**src/rtl/wb_arb_pkg.sv**
```systemverilog
// ---------------------------------------------------------------------------
// wb_arb_pkg
// Shared definitions for the two-master Wishbone arbiter:
//   - Wishbone bus widths (word address, data, byte selects)
//   - arbiter FSM state encoding
// ---------------------------------------------------------------------------
package wb_arb_pkg;

    localparam int WB_ADR_W = 30;
    localparam int WB_DAT_W = 32;
    localparam int WB_SEL_W = 4;

    typedef enum logic [1:0] {
        IDLE = 2'd0,
        GNT0 = 2'd1,
        GNT1 = 2'd2
    } arb_state_t;

endpackage

```
**src/rtl/wb_watchdog.sv**
```systemverilog
// ---------------------------------------------------------------------------
// wb_watchdog
// Counts cycles a granted strobe has been waiting for an acknowledge and
// flags expiry when the count reaches TIMEOUT. TIMEOUT = 0 disables it.
// Ports:
//   clk     in  system clock
//   rst     in  asynchronous active-low reset
//   clr     in  clear the counter this cycle (wins over cnt_en)
//   cnt_en  in  count this cycle
//   expire  out count has reached TIMEOUT (counter clears on the next edge)
// ---------------------------------------------------------------------------
module wb_watchdog #(
    parameter int TIMEOUT = 255
) (
    input  logic clk,
    input  logic rst,
    input  logic clr,
    input  logic cnt_en,
    output logic expire
);

    localparam int WD_W = (TIMEOUT > 0) ? $clog2(TIMEOUT + 1) : 1;
    localparam logic [WD_W-1:0] LIMIT = WD_W'(TIMEOUT);
    localparam bit ENABLED = (TIMEOUT != 0);

    logic [WD_W-1:0] wd_q;
    logic [WD_W-1:0] wd_d;

    assign expire = ENABLED && (wd_q == LIMIT);

    always_comb begin
        wd_d = wd_q;
        if (clr || expire) begin
            wd_d = '0;
        end else if (cnt_en && ENABLED) begin
            wd_d = wd_q + WD_W'(1);
        end
    end

    always_ff @(posedge clk or negedge rst) begin
        if (!rst) begin
            wd_q <= '0;
        end else begin
            wd_q <= wd_d;
        end
    end

endmodule

```
**src/rtl/wb_arbiter2.sv**
```systemverilog
// ---------------------------------------------------------------------------
// wb_arbiter2
// Two-master Wishbone classic arbiter. Whole cyc envelopes are granted
// round-robin (m0 = instruction fetch, m1 = load/store); the owner's bus is
// forwarded combinationally to the slave and the slave ack is routed back.
// A watchdog ends a stalled strobe with a one-cycle error pulse.
// Ports:
//   clk, rst                         clock, asynchronous active-low reset
//   mX_cyc_i/stb_i/we_i/sel_i/adr_i/dat_i   master X request
//   mX_ack_o/err_o/dat_o             master X response
//   s_cyc_o/stb_o/we_o/sel_o/adr_o/dat_o    slave request
//   s_ack_i, s_dat_i                 slave response
// ---------------------------------------------------------------------------
module wb_arbiter2
    import wb_arb_pkg::*;
#(
    parameter int TIMEOUT = 255
) (
    input  logic                clk,
    input  logic                rst,
    input  logic                m0_cyc_i,
    input  logic                m0_stb_i,
    input  logic                m0_we_i,
    input  logic [WB_SEL_W-1:0] m0_sel_i,
    input  logic [WB_ADR_W-1:0] m0_adr_i,
    input  logic [WB_DAT_W-1:0] m0_dat_i,
    output logic                m0_ack_o,
    output logic                m0_err_o,
    output logic [WB_DAT_W-1:0] m0_dat_o,
    input  logic                m1_cyc_i,
    input  logic                m1_stb_i,
    input  logic                m1_we_i,
    input  logic [WB_SEL_W-1:0] m1_sel_i,
    input  logic [WB_ADR_W-1:0] m1_adr_i,
    input  logic [WB_DAT_W-1:0] m1_dat_i,
    output logic                m1_ack_o,
    output logic                m1_err_o,
    output logic [WB_DAT_W-1:0] m1_dat_o,
    output logic                s_cyc_o,
    output logic                s_stb_o,
    output logic                s_we_o,
    output logic [WB_SEL_W-1:0] s_sel_o,
    output logic [WB_ADR_W-1:0] s_adr_o,
    output logic [WB_DAT_W-1:0] s_dat_o,
    input  logic                s_ack_i,
    input  logic [WB_DAT_W-1:0] s_dat_i
);

    arb_state_t state_q, state_d;
    logic       last_q, last_d;   // most recently granted master: 0 = m0, 1 = m1

    logic own0, own1;
    logic own_stb;
    logic wd_clr, wd_cnt_en, wd_expire;

    // Next-state: an owner is never pre-empted; when it drops cyc the other
    // master (if requesting) is handed the bus directly without passing IDLE.
    always_comb begin
        state_d = state_q;
        last_d  = last_q;
        case (state_q)
            IDLE: begin
                if (m0_cyc_i && m1_cyc_i) begin
                    state_d = last_q ? GNT0 : GNT1;
                end else if (m0_cyc_i) begin
                    state_d = GNT0;
                end else if (m1_cyc_i) begin
                    state_d = GNT1;
                end
            end
            GNT0: begin
                if (!m0_cyc_i) begin
                    state_d = m1_cyc_i ? GNT1 : IDLE;
                end
            end
            GNT1: begin
                if (!m1_cyc_i) begin
                    state_d = m0_cyc_i ? GNT0 : IDLE;
                end
            end
            default: state_d = IDLE;
        endcase
        if ((state_d == GNT0) && (state_q != GNT0)) begin
            last_d = 1'b0;
        end
        if ((state_d == GNT1) && (state_q != GNT1)) begin
            last_d = 1'b1;
        end
    end

    always_ff @(posedge clk or negedge rst) begin
        if (!rst) begin
            state_q <= IDLE;
            last_q  <= 1'b1;
        end else begin
            state_q <= state_d;
            last_q  <= last_d;
        end
    end

    assign own0 = (state_q == GNT0);
    assign own1 = (state_q == GNT1);

    // Bus forwarding and response routing. On watchdog expiry the strobe is
    // withheld from the slave and any ack is suppressed so that err and ack
    // never reach the owner together.
    always_comb begin
        s_cyc_o  = 1'b0;
        s_stb_o  = 1'b0;
        s_we_o   = 1'b0;
        s_sel_o  = '0;
        s_adr_o  = '0;
        s_dat_o  = '0;
        own_stb  = 1'b0;
        if (own0) begin
            s_cyc_o = m0_cyc_i;
            s_stb_o = m0_stb_i && !wd_expire;
            s_we_o  = m0_we_i;
            s_sel_o = m0_sel_i;
            s_adr_o = m0_adr_i;
            s_dat_o = m0_dat_i;
            own_stb = m0_stb_i;
        end else if (own1) begin
            s_cyc_o = m1_cyc_i;
            s_stb_o = m1_stb_i && !wd_expire;
            s_we_o  = m1_we_i;
            s_sel_o = m1_sel_i;
            s_adr_o = m1_adr_i;
            s_dat_o = m1_dat_i;
            own_stb = m1_stb_i;
        end
    end

    assign m0_ack_o = own0 && s_ack_i && !wd_expire;
    assign m1_ack_o = own1 && s_ack_i && !wd_expire;
    assign m0_err_o = own0 && wd_expire;
    assign m1_err_o = own1 && wd_expire;
    assign m0_dat_o = s_dat_i;
    assign m1_dat_o = s_dat_i;

    // The wait count only survives cycles where the same owner keeps a
    // strobe outstanding without an ack; anything else restarts it.
    assign wd_cnt_en = (own0 || own1) && own_stb && !s_ack_i;
    assign wd_clr    = !wd_cnt_en || (state_d != state_q);

    wb_watchdog #(
        .TIMEOUT (TIMEOUT)
    ) u_watchdog (
        .clk    (clk),
        .rst    (rst),
        .clr    (wd_clr),
        .cnt_en (wd_cnt_en),
        .expire (wd_expire)
    );

endmodule

```
**config.mk**
```make
export PLATFORM = sky130hd
export DESIGN_NAME = wb_arbiter2
export DESIGN_NICKNAME = d
export VERILOG_FILES = /design/src/rtl/wb_arb_pkg.sv /design/src/rtl/wb_watchdog.sv /design/src/rtl/wb_arbiter2.sv
export SDC_FILE = /design/constraint.sdc
export NUM_CORES = 1
export LEC_CHECK = 0
export CAP_MARGIN = 20
export CELL_PAD_IN_SITES_DETAIL_PLACEMENT = 1
export CELL_PAD_IN_SITES_GLOBAL_PLACEMENT = 1
export CORE_MARGIN = 1
export CORE_UTILIZATION = 13
export CTS_BUF_LIST = sky130_fd_sc_hd__clkbuf_2 sky130_fd_sc_hd__clkbuf_4 sky130_fd_sc_hd__clkbuf_8
export DETAILED_ROUTE_END_ITERATION = 8
export PLACE_DENSITY_LB_ADDON = 0.12
export SYNTH_ARGS = -nofsm -noshare
export SYNTH_HDL_FRONTEND = slang
export SYNTH_SLANG_ARGS = --single-unit
export TNS_END_PERCENT = 100
```
**constraint.sdc**
```tcl
create_clock -name clk -period 2.1 [get_ports clk]
set_input_delay 0.21 -clock clk [delete_from_list [all_inputs] [get_ports clk]]
set_output_delay 0.21 -clock clk [all_outputs]
set_load 0.1 [all_outputs]
```
## Yosys cells after proc, flatten, opt, wreduce, memory -nomap -nowiden

Cells that the tools add are included.

- Output and inout bits: 137
- Flip-flop bits (word level): 11
- Bits in latches: 0
- Memories: 0
- RAM bits: 0
- Bits of input ports: 173
- Bits in read-only memories: 0

- Multipliers: 0
- Bitwise logic cells: 0
- Add/subtract/negate cells: 1
- Eq/ne operators: 8
- Mux-type cells: 27
- Reductions and logical operators: 22
- Divide/modulo/power cells: 0
- Shift operators: 0
- $lt $le $gt $ge: 0

Operators with widths:

| cell | count |
|---|---|
| 2-to-1 mux 32 bit | 2 |
| 2-to-1 mux 30 bit | 2 |
| 2-to-1 mux 8 bit | 2 |
| 2-to-1 mux 2 bit | 7 |
| logical AND 1 bit | 13 |
| 2-to-1 mux 1 bit | 11 |
| adder 8 x 1 -> 8 bit, second input constant | 1 |
| == test 8 bit, second input constant | 1 |
| 2-to-1 mux 4 bit | 2 |
| one-hot mux 2 bit (3 select lines) | 1 |
| == test 2 x 1 -> 1 bit, second input constant | 2 |
| == test 2 bit, second input constant | 2 |
| nonzero test 2 bit | 2 |
| logical NOT 1 bit | 3 |
| logical OR 1 bit | 3 |
| logical NOT 2 bit | 1 |
| inequality test 2 x 1 -> 1 bit, second input constant | 1 |
| inequality test 2 bit | 1 |
| inequality test 2 bit, second input constant | 1 |

## Depth between registers and ports, before layout

Gate-level depths: netlist (run 1).

- Depth after elaboration: 9
- Depth in mapped cells: 8
- Depth with buffers taken out: 7

## Modules after synthesis

A second synthesis (run 1) with hierarchy kept.

- Cell total of the unflattened synthesis: 236
- Area total of the unflattened synthesis: 1930.6 µm²

Modules (own cells, without submodules):

| module | instances | seq. area each (µm²) | cells an instance | area each (µm²) |
|---|---|---|---|---|
| wb_arbiter2 | 1 | 76.3 | 193 | 1503.9 |
| wb_watchdog | 1 | 200.2 | 43 | 426.7 |

## Worst setup path after synthesis (run 1)

OpenSTA, ideal clock, no wires.

- Path type: reg2out
- Start point: register state_q[1]
- End point: output port s_cyc_o
- Path buffers: 3
- Slack: -1575 ps
- Stages on the path, launching flop included: 7
- Arrival: 3465 ps
- Path through: dfrtp_1 inv_1 ha_1 buf_2 buf_1 clkbuf_1 o21ai_0

- Word-level cells in the longest chain between the ends: 3
- Elaborated cells between the ends (all ways): 4
- Those cells by class: eq/ne (2); mux (2)

Ends and longest elaborated chain:

| what | RTL line | source |
|---|---|---|
| from (decl) | wb_arbiter2.sv:49 | `arb_state_t state_q, state_d;` |
| from (signal assigned) | wb_arbiter2.sv:96 | `state_q <= state_d;` |
| == test 2 bit | wb_arbiter2.sv:102 | `assign own1 = (state_q == GNT1);` |
| 2-to-1 mux 1 bit | wb_arbiter2.sv:123 | `end else if (own1) begin` |
| 2-to-1 mux 1 bit * | wb_arbiter2.sv:115 | `if (own0) begin` |
| to (decl) | wb_arbiter2.sv:39 | `output logic s_cyc_o,` |

Every way passes the cells marked *; elsewhere a longest branch is shown, timed or not.

## Worst setup path in the final report (run 1)

- Start point: register state_q[0]
- End point: output port s_dat_o[1]

- Word-level cells in the longest chain between the ends: 3
- Elaborated cells between the ends (all ways): 4
- Those cells by class: eq/ne (2); mux (2)

Ends and longest elaborated chain:

| what | RTL line | source |
|---|---|---|
| == test 2 bit | wb_arbiter2.sv:102 |  |
| 2-to-1 mux 32 bit | wb_arbiter2.sv:123 |  |
| 2-to-1 mux 32 bit * | wb_arbiter2.sv:115 |  |
| to (decl) | wb_arbiter2.sv:44 | `output logic [WB_DAT_W-1:0] s_dat_o,` |

Marks and branches as above.

==> metrics.yaml, run 1 <==
synth_area_leader_cell: "a22o_1"
cts_tree: "done"
worstPathArrival_ps: 1850
start_kind: "flip-flop"
rsz0062_at_grt: "true"
grt_pass1_vias: 2566
setup_viol: 0
drc: 0
vias: 2422
cts_sinks: 11
syn_inst: 233
maxSlewHeadroom_pct: 66.36
ant_nets: 0
dp.cells: 559
tightest_slew_ps: 503.0
async_flop_share_pct: 100.0
crit_fanout: 14
finalWirelength_um: 11930
grt_pass1_wl_um: 15840
die_w_um: 124.1
final.min_clock_period_ps: 2062
r2r_end: "u_watchdog.wd_q[0]"
layout_commonest_cell: "clkdlybuf4s50_1"
max_freq_mhz: 485.0
fillCellCount: 1584
hp-class: "input port to async pin"
cts_root_buf: "clkbuf_8"
cp_slowest_cell: "dfrtp_2"
synth_area_leaders: "a22o_1 30%, buf_4 25%, dfrtp_1 13%, ha_1 3.9%, nor3_1 1.8%"
drt_iter0_drc: 53
path_buf_inv: 4
postSynthAreaPerCell_sq_um: 8.323
vias_per_cell: 4.205
ys.flop_type: "dfrtp_1"
fin_cells: 576
clock_latency_ps: 240
syn-num-nets: 412
io_pins: 310
slowest_delay_ps: 420
critPathLaunch: "state_q[0]"
r2r_cells: 7
worst_ir_drop_vdd_v: 0.0009447
reg2reg_setup_slack_ps: 240
antenna_found_initial: 0
fin_crit_sh_pct: 98.19
r2r-start: "state_q[0]"
gp_congestion: 0.7444
cp_data_required_time_ps: 1890
h-tree-depth: 1
yosysWarnings: 0
hold_buffers: 0
synth_cell_types: 38
avgRoutedWirePerCell_um: 20.71
numCtsBuffers: 3
cp_top_family: "buffers and inverters"
dp.final_hpwl_um: 9532
synth_edf_count: 0
final_cell_mix: "140 x clkdlybuf4s50_1, 76 x buf_12, 44 x a22o_2"
drv_cap: 0
yosysTopAreaCellShare_pct: 30.26
seq_area_frac_synth_pct: 14.26
std_cell_rows: 44
crit_chain: "buf_4, ha_4, nor2_4, buf_4, buf_12, a22o_2, buf_12"
drive_gt1_share_pct: 47.70
nets: 572
finClkSkew_ps: 0.8686
p_leak_nw: 2.058
total_power_mw: 9.910
drt_pass1_iterations: 4
clk_pin_slew_ps: 50
end_kind: "primary output"
grt_overflow: 0
drv_slew: 0
cts_buffer_depth: 2
critical_path_class: "flip-flop to primary output"
die_area_sq_um: 15410
pwr_density_cell_nw_per_um2: 1944
initial_core_util_pct: 13.34
core_area_sq_um: 14530
antenna_cells: 0
portBuffers: 213
area_growth_pct: 162.8
status: "finished, final reports clean"
grt.total_usage_pct: 14.14
grt_max_degree: 39
die_h_um: 124.1
synth_seq_cells: 11
hold_viol_final: 0
syn-cell-area_sq_um: 1939
## power breakdown
part | leakage [nW] | switching (mW) | internal [mW] | total (mW)
logic | 1.89 | 5.83 | 3.58 | 9.41
registers | 0.145 | 0.0353 | 0.254 | 0.289
clock network | 0.0255 | 0.0782 | 0.130 | 0.208
total | 2.06 | 5.94 | 3.97 | 9.91
## through the flow
| step | hold slack (ps) | instance area, sq um | util [%] | setup WS, ps | setup TNS (ps) |
|---|---|---|---|---|---|
| 2_1_floorplan | -85.59 | 2067 | - | -200.5 | -1275 |
| 3_3_place_gp | 421.0 | 4702 | 32.35 | 169.1 | 0 |
| 3_5_place_dp | 421.0 | 4702 | 32.35 | 120.6 | 0 |
| 4_1_cts | 326.4 | 4994 | 34.36 | 0.9355 | 0 |
| 5_1_grt | 335.4 | 5097 | 35.07 | -45.91 | -1155 |
| 6_report | 311.4 | 5097 | 35.07 | 37.98 | 0 |
## flip-flops by register name, summed over array words and instances (netlist names)
name and flops:
state_q 2, last_q 1, u_watchdog.wd_q 8
## metal layers
layer  track usage [%]  wire [um]  part of all wire (%)
met5                 0          0                     0
met4             2.455        159                   1.3
met1             14.53       3935                    33
met3             3.434       1042                   8.7
met2             28.56       6790                    57
## cells by family after synthesis
logic type / Yosys count / synth area share [%]
buffers and inverters: 85 / 29.55
DFF: 11 / 14.26
muxes: 1 / 0.5806
xor gates and xnor gates: 6 / 2.710
AOI/OAI and AO/OA: 85 / 38.97
and+or+nand+nor: 39 / 10.07
adders and majority gates: 6 / 3.871
## cells in the mapped netlist (3+ instances only)
library cell,instances
nor2_1,9
dfrtp_1,10
inv_1,5
nand2_1,7
nand3_1,5
xnor2_1,3
buf_4,64
a22o_1,67
o21ai_0,3
xor2_1,3
ha_1,6
nor3_1,7
clkbuf_1,9
and3_1,3
buf_2,5
## repair_timing
| action | CTS | global route |
|---|---|---|
| endpoints found under the setup margin | 67 | 58 |
| setup buffers | 10 | 1 |
| gates cloned | 3 | 0 |
| resized for setup | 15 | 15 |
| pin swaps | 1 | 1 |
## cell type report
type,instances,area [sq um],area share [%]
multi-input combinational,137,1389,27.25
clock inverter,1,5.005,0.09818
inverter,5,18.77,0.3682
tap,184,230.2,4.516
clock buffer,3,41.29,0.8100
timing repair buffer,235,3134,61.49
sequential,11,279.0,5.474
## worst register-to-register path, delay by kind of cell, from the launching register on
family | cells | cell delay (ps)
flops | 1 | 420
fa+ha+maj | 1 | 270
simple gates | 2 | 290
buf+inv | 1 | 160
compound gates | 3 | 600
## worst max-delay path by stage
stage / slack [ps] / to / cells after the start
after floorplan: -200 / s_cyc_o / 6
after global placement: 170 / s_dat_o[30] / 5
after detailed placement: 120 / s_dat_o[30] / 5
after CTS: 0.9 / s_dat_o[30] / 8
after global routing: -50 / s_dat_o[23] / 8
final: 40 / s_dat_o[1] / 7
(Power assumes the default switching activity.)
==> run 2, diff against run 1 <==
Settings changed: CORE_MARGIN 1 to 1.5.
==> run 2 against run 1 <==
  * Count of clock-buffer cells in the layout stayed put
  * Global-route usage is 0.31 points higher
  * Non-clock buffer count is 4 lower
  * Hold slack worse by 15 ps
  * Critical path depth is 1 higher
  * Cell count is 0.69% lower
  * Highest routed layer unchanged
==> metrics.yaml, run 2 (same netlist as run 1, synthesis figures left out) <==
drv_slew: 0  # unchanged
drv_cap: 0  # unchanged
hold_viol_final: 0  # unchanged
worst_ir_drop_vdd_v: 0.0008294  # -12%
largest_reg_flops: 8  # unchanged
layout_commonest_cell: "clkdlybuf4s50_1"
die_area_sq_um: 15660  # +1.6%
worstPathArrival_ps: 1820  # -30 ps
finalWirelength_um: 12080  # +1.3%
vias: 2381  # -1.7%
final_cell_mix: "140 x clkdlybuf4s50_1, 77 x buf_12, 62 x a22o_2"
vias_per_cell: 4.163  # -1.0%
maxSlewHeadroom_pct: 67.78  # +1.4 points
cts_sinks: 11  # unchanged
dp.final_hpwl_um: 10160  # +6.6%
tightest_slew_ps: 481.9  # -21.12 ps
path_common_cell: "buf_12"
start_kind: "flip-flop"
gp_congestion: 0.7485  # +0.55%
fin_crit_sh_pct: 96.79  # -1.4 points
top_regs: "u_watchdog.wd_q x8, state_q x2, last_q x1"
drt_iter0_drc: 62  # +17%
portBuffers: 213  # unchanged
die_h_um: 125.1  # +0.81%
p_leak_nw: 1.942  # -5.7%
antenna_cells: 0  # unchanged
fin_cells: 572  # -0.69%
antenna_found_initial: 0  # unchanged
cts_buffer_depth: 2  # unchanged
rsz0062_at_grt: "true"
hp-class: "input port to async pin"
cts_tree: "done"
h-tree-depth: 1  # unchanged
max_freq_mhz: 492.0  # +1.4%
drive_gt1_share_pct: 46.13  # -1.6 points
grt_pass1_wl_um: 17190  # +8.6%
reg2reg_setup_slack_ps: 140  # -100 ps
slowest_delay_ps: 430  # about the same
initial_core_util_pct: 13.34  # unchanged
fillCellCount: 1599  # +0.95%
io_pins: 310  # unchanged
die_w_um: 125.1  # +0.81%
clk_pin_slew_ps: 50  # about the same
avgRoutedWirePerCell_um: 21.12  # +2.0%
std_cell_rows: 44  # unchanged
largest-register: "u_watchdog.wd_q"
dp_worst_setup_slack_ps: 88.11  # -32.48 ps
grt_overflow: 0  # unchanged
final.min_clock_period_ps: 2033  # -29.34 ps
nets: 568  # -0.70%
grt_pass1_vias: 2602  # +1.4%
cp_slowest_cell: "dfrtp_2"
setup_viol: 0  # unchanged
drt_pass1_iterations: 4  # unchanged
area_growth_pct: 153.1
fin_util_pct: 33.77  # -1.3 points
setup_ws_ps: 67.32  # +29.34 ps
r2r_cells: 8  # +1
finClkSkew_ps: 2.586  # +1.718 ps
end_kind: "primary output"
pwr_density_cell_nw_per_um2: 1963  # +0.95%
dp.cells: 560  # +0.18%
clock_latency_ps: 240  # about the same
drc: 0  # unchanged
hold_buffers: 0  # unchanged
grt.total_usage_pct: 14.45  # +0.31 points
status: "finished, final reports clean"
crit_fanout: 24  # +10
grt_max_degree: 39  # unchanged
numCtsBuffers: 3  # unchanged
ant_nets: 0  # unchanged
core_area_sq_um: 14530  # unchanged
crit_chain: "inv_1, ha_1, inv_1, nor2_4, buf_12, buf_12, a22o_2, buf_12"
critical_path_class: "flip-flop to primary output"
cts_root_buf: "clkbuf_8"
cp_data_required_time_ps: 1890  # about the same
run 2: changes by cell type in the layout (fill, tap and decap cells not counted):
cell and change:
a22o_2 +18, a22o_4 -18, buf_4 -4, inv_2 -3
buf_16 -2, clkbuf_16 +2, inv_1 +2, buf_12 +1
bufbuf_16 -1, ha_1 +1, ha_2 -1, inv_4 +1
o22ai_1 +1, o22ai_2 -1
run 2: power breakdown:
part	switching, mW	total (mW)	internal, mW	leakage (nW)
Sequential	0.0469	0.301	0.254	0.145
Clock	0.0837	0.214	0.131	0.0255
Combinational	5.74	9.12	3.38	1.77
run 2: timing repair:
| action | CTS | global route |
|---|---|---|
| gates cloned | 0 | 2 |
| buffers inserted | 0 | 6 |
| pin swaps | 0 | 1 |
| setup endpoints to repair | 19 | 69 |
| resized for setup | 1 | 5 |
run 2: final cells by class:
type	count	area (sq um)	share of cell area, %
clock buffer	3	41.29	0.8412
clock inverter	1	5.005	0.1020
inverter	5	21.27	0.4333
multi-input combinational	137	1245	25.36
sequential	11	279.0	5.684
tap	184	230.2	4.690
timing repair buffer	231	3087	62.89
run 2: worst max-delay path: cells and delay by family, from the launching register on:
kind                     cells  cell delay [ps]
AND/OR/NAND/NOR              1              120
flip-flops                   1              430
buffers and inverters        5              650
adder cells (fa/ha/maj)      1              170
AO/OA/AOI/OAI                1              180
run 2: final timing paths:
path                                    start                  to
max in group asynchronous                 rst          state_q[0]
hold reg to reg            u_watchdog.wd_q[0]  u_watchdog.wd_q[0]
setup reg to reg                   state_q[1]  u_watchdog.wd_q[6]
setup / recovery                   state_q[0]         s_adr_o[29]
min in group clk                  s_dat_i[16]        m0_dat_o[16]
hold / removal                            rst  u_watchdog.wd_q[0]
run 2: stage by stage:
stage               power [mW]  setup TNS (ps)  instance area [sq um]  hold WS, ps
floorplan                6.370           -1275                   2067       -85.59
global placement         9.219               0                   4722        421.1
detailed placement       9.225               0                   4722        421.1
CTS                      9.476               0                   4772        313.6
global route             9.927          -986.4                   4908        318.4
finish                   9.634               0                   4908        296.4
run 2: per-layer routing:
metal | wire length (um) | vias to the layer above | share of wire, % | GRT usage, %
met2 | 6006 | 160 | 50 | 25.23
li1 | - | 1113 | - | -
met5 | 0 | - | 0 | 0
met4 | 193 | 0 | 1.6 | 3.743
met1 | 4710 | 1083 | 39 | 16.71
met3 | 1167 | 25 | 9.7 | 5.220
==> run 3, diff against run 2 <==
Settings changed: CORE_ASPECT_RATIO set to 1.5.
Clock period 2.1 ns to 1.95 ns, I/O delays scaled along.
==> run 3 against run 2 <==
  * Total power up 20%
  * First-iteration DRC count down 15%
  * Clock power up 9.3%
  * Clock skew down 1.6 ps
  * Largest power group unchanged
==> metrics.yaml, run 3 (same netlist as run 1, synthesis figures left out) <==
p_int_mw: 4.875  # +29%
clk_pin_slew_ps: 50  # about the same
nets: 579  # +1.9%
die_w_um: 102.7  # -18%
h-tree-depth: 1  # unchanged
critical_path_class: "flip-flop to primary output"
grt.total_usage_pct: 15.28  # +0.83 points
dp.final_hpwl_um: 10320  # +1.6%
status: "finished, final reports clean"
pwr_density_cell_nw_per_um2: 2040  # +3.9%
fin_cells: 595  # +4.0%
finalWirelength_um: 12660  # +4.8%
cts_tree: "done"
cp_top_family: "buffers and inverters"
tightest_slew_ps: 512.1  # +30.23 ps
layout_commonest_cell: "clkdlybuf4s50_1"
hold_buffers: 0  # unchanged
fin_crit_sh_pct: 99.79
path_common_cell: "buf_12"
comb_power_share_pct: 95.3  # +0.6 points
vias: 2460  # +3.3%
avgRoutedWirePerCell_um: 21.27  # +0.73%
drt_iter0_drc: 53  # -15%
crit_fanout: 10  # -58%
drt_pass1_iterations: 4  # unchanged
core_area_sq_um: 14590  # +0.41%
end_kind: "primary output"
switching_share_pct: 57.90  # -3.0 points
top_regs: "u_watchdog.wd_q x8, state_q x2, last_q x1"
grt_pass1_vias: 2870  # +10%
rsz0062_at_grt: "true"
final.min_clock_period_ps: 1946
die_area_sq_um: 15670  # about the same
clockPowerShare_pct: 2.0  # -0.2 points
grt-busiest-layer: "met2"
crit_chain: "buf_6, ha_4, nor2_4, buf_12, clkbuf_16, a22o_4, buf_12"
grt_max_degree: 25  # -36%
seq_power_share_pct: 2.7  # -0.4 points
std_cell_rows: 54  # +23%
die_h_um: 152.6  # +22%
gp_congestion: 0.7639  # +2.1%
area_growth_pct: 192.7
initial_core_util_pct: 13.29  # -0.055 points
dp.cells: 576  # +2.9%
cts_buffer_depth: 2  # unchanged
finClkSkew_ps: 1.014  # -1.572 ps
start_kind: "flip-flop"
drv_cap: 0  # unchanged
whs_ps: 296.9  # +0.5390 ps
largest_reg_flops: 8  # unchanged
io_pins: 310  # unchanged
hold_viol_final: 0  # unchanged
antenna_cells: 0  # unchanged
hp-class: "input port to async pin"
reg2reg_setup_slack_ps: 70  # -70 ps
portBuffers: 213  # unchanged
max_freq_mhz: 513.9
worstPathArrival_ps: 1750  # -70 ps
numCtsBuffers: 3  # unchanged
slowest_delay_ps: 400  # -30 ps
grt_overflow: 0  # unchanged
final_cell_mix: "140 x clkdlybuf4s50_1, 78 x buf_12, 67 x a22o_4"
drive_gt1_share_pct: 49.37  # +3.2 points
use_met1_pct: 16.22  # -0.49 points
worst_ir_drop_vdd_v: 0.001162  # +40%
antenna_found_initial: 0  # unchanged
setup_viol: 0  # unchanged
grtUsageMet2_pct: 28.41  # +3.2 points
drv_slew: 0  # unchanged
path_buf_inv: 4  # -1
maxSlewHeadroom_pct: 65.75  # -2.0 points
cp_slowest_cell: "dfrtp_1"
ant_nets: 0  # unchanged
p_sw_mw: 6.705  # +14%
grt_pass1_wl_um: 17600  # +2.3%
largest-register: "u_watchdog.wd_q"
vias_per_cell: 4.134  # -0.68%
grt.met3_usage_pct: 5.734  # +0.51 points
p_leak_nw: 2.348  # +21%
drc: 0  # unchanged
cts_root_buf: "clkbuf_8"
cp_data_required_time_ps: 1750  # -140 ps
clock_latency_ps: 240  # about the same
cts_sinks: 11  # unchanged
==> run 3: cell types whose count changed in the layout (fill, tap and decap cells not counted), sizes merged <==
cell,before,now
buf,89,97
clkbuf,5,8
==> run 3: worst paths after layout <==
kind	cells after the start	start	to
setup / recovery	7	state_q[0]	s_sel_o[0]
hold reg to reg	1	u_watchdog.wd_q[0]	u_watchdog.wd_q[0]
hold / removal	1	rst	u_watchdog.wd_q[7]
setup reg to reg	10	state_q[0]	u_watchdog.wd_q[4]
min in group clk	0	s_dat_i[6]	m1_dat_o[6]
max in group asynchronous	1	rst	state_q[1]
==> run 3: what timing repair did <==
action                                  4_1_cts  5_1_grt
setup buffers                                 5        1
pin swaps                                     3        4
cloned                                        3        6
endpoints found under the setup margin       67       79
gates resized for setup                      21       38
==> run 3: power by group through the flow <==
stage	Combinational [mW]	Sequential, mW	Clock [mW]
floorplan	6.86	0.312	0
global placement	10.0	0.301	0
detailed placement	10.1	0.301	0
CTS	10.6	0.304	0.243
global route	11.4	0.314	0.254
finish	11.0	0.309	0.234
==> run 3: cell type report <==
cell class              count  area (sq um)
multi-input cells         137          1753
flip-flops and latches     11         277.8
clock inverters             1         5.005
fillers                  1569          8917
well taps                 196         245.2
inverters                   5         21.27
clock buffers               3         41.29
repair buffers            242          3333
==> run 3: per-stage QoR <==
stage | cell area, sq um | TNS, ps | power, mW | worst slack, ps | utilization [%]
after CTS | 5294 | -1129 | 11.10 | -59.51 | 36.27
after floorplan | 2286 | -4416 | 7.169 | -330.9 | -
after global routing | 5677 | -2777 | 11.93 | -76.34 | 38.90
after global placement | 5000 | 0 | 10.32 | 95.18 | 34.26
final | 5677 | 0 | 11.58 | 4.015 | 38.90
after detailed placement | 5000 | 0 | 10.36 | 60.81 | 34.26
==> run 3: worst reg2reg max path, cell delays in order (launching register included) <==
cell      delay [ps]
dfrtp_1          400
buf_6            140
ha_4             180
buf_8            150
buf_4            130
nand2_2           70
o211ai_1         120
o211a_1          240
nor2_1            90
buf_4            170
nor3_1            60
==> run 3: metal layers <==
metal	share of wire, %	vias to the layer above
li1	-	1141
met1	34	1169
met2	54	137
met3	10	13
met4	1.1	0
met5	0	-
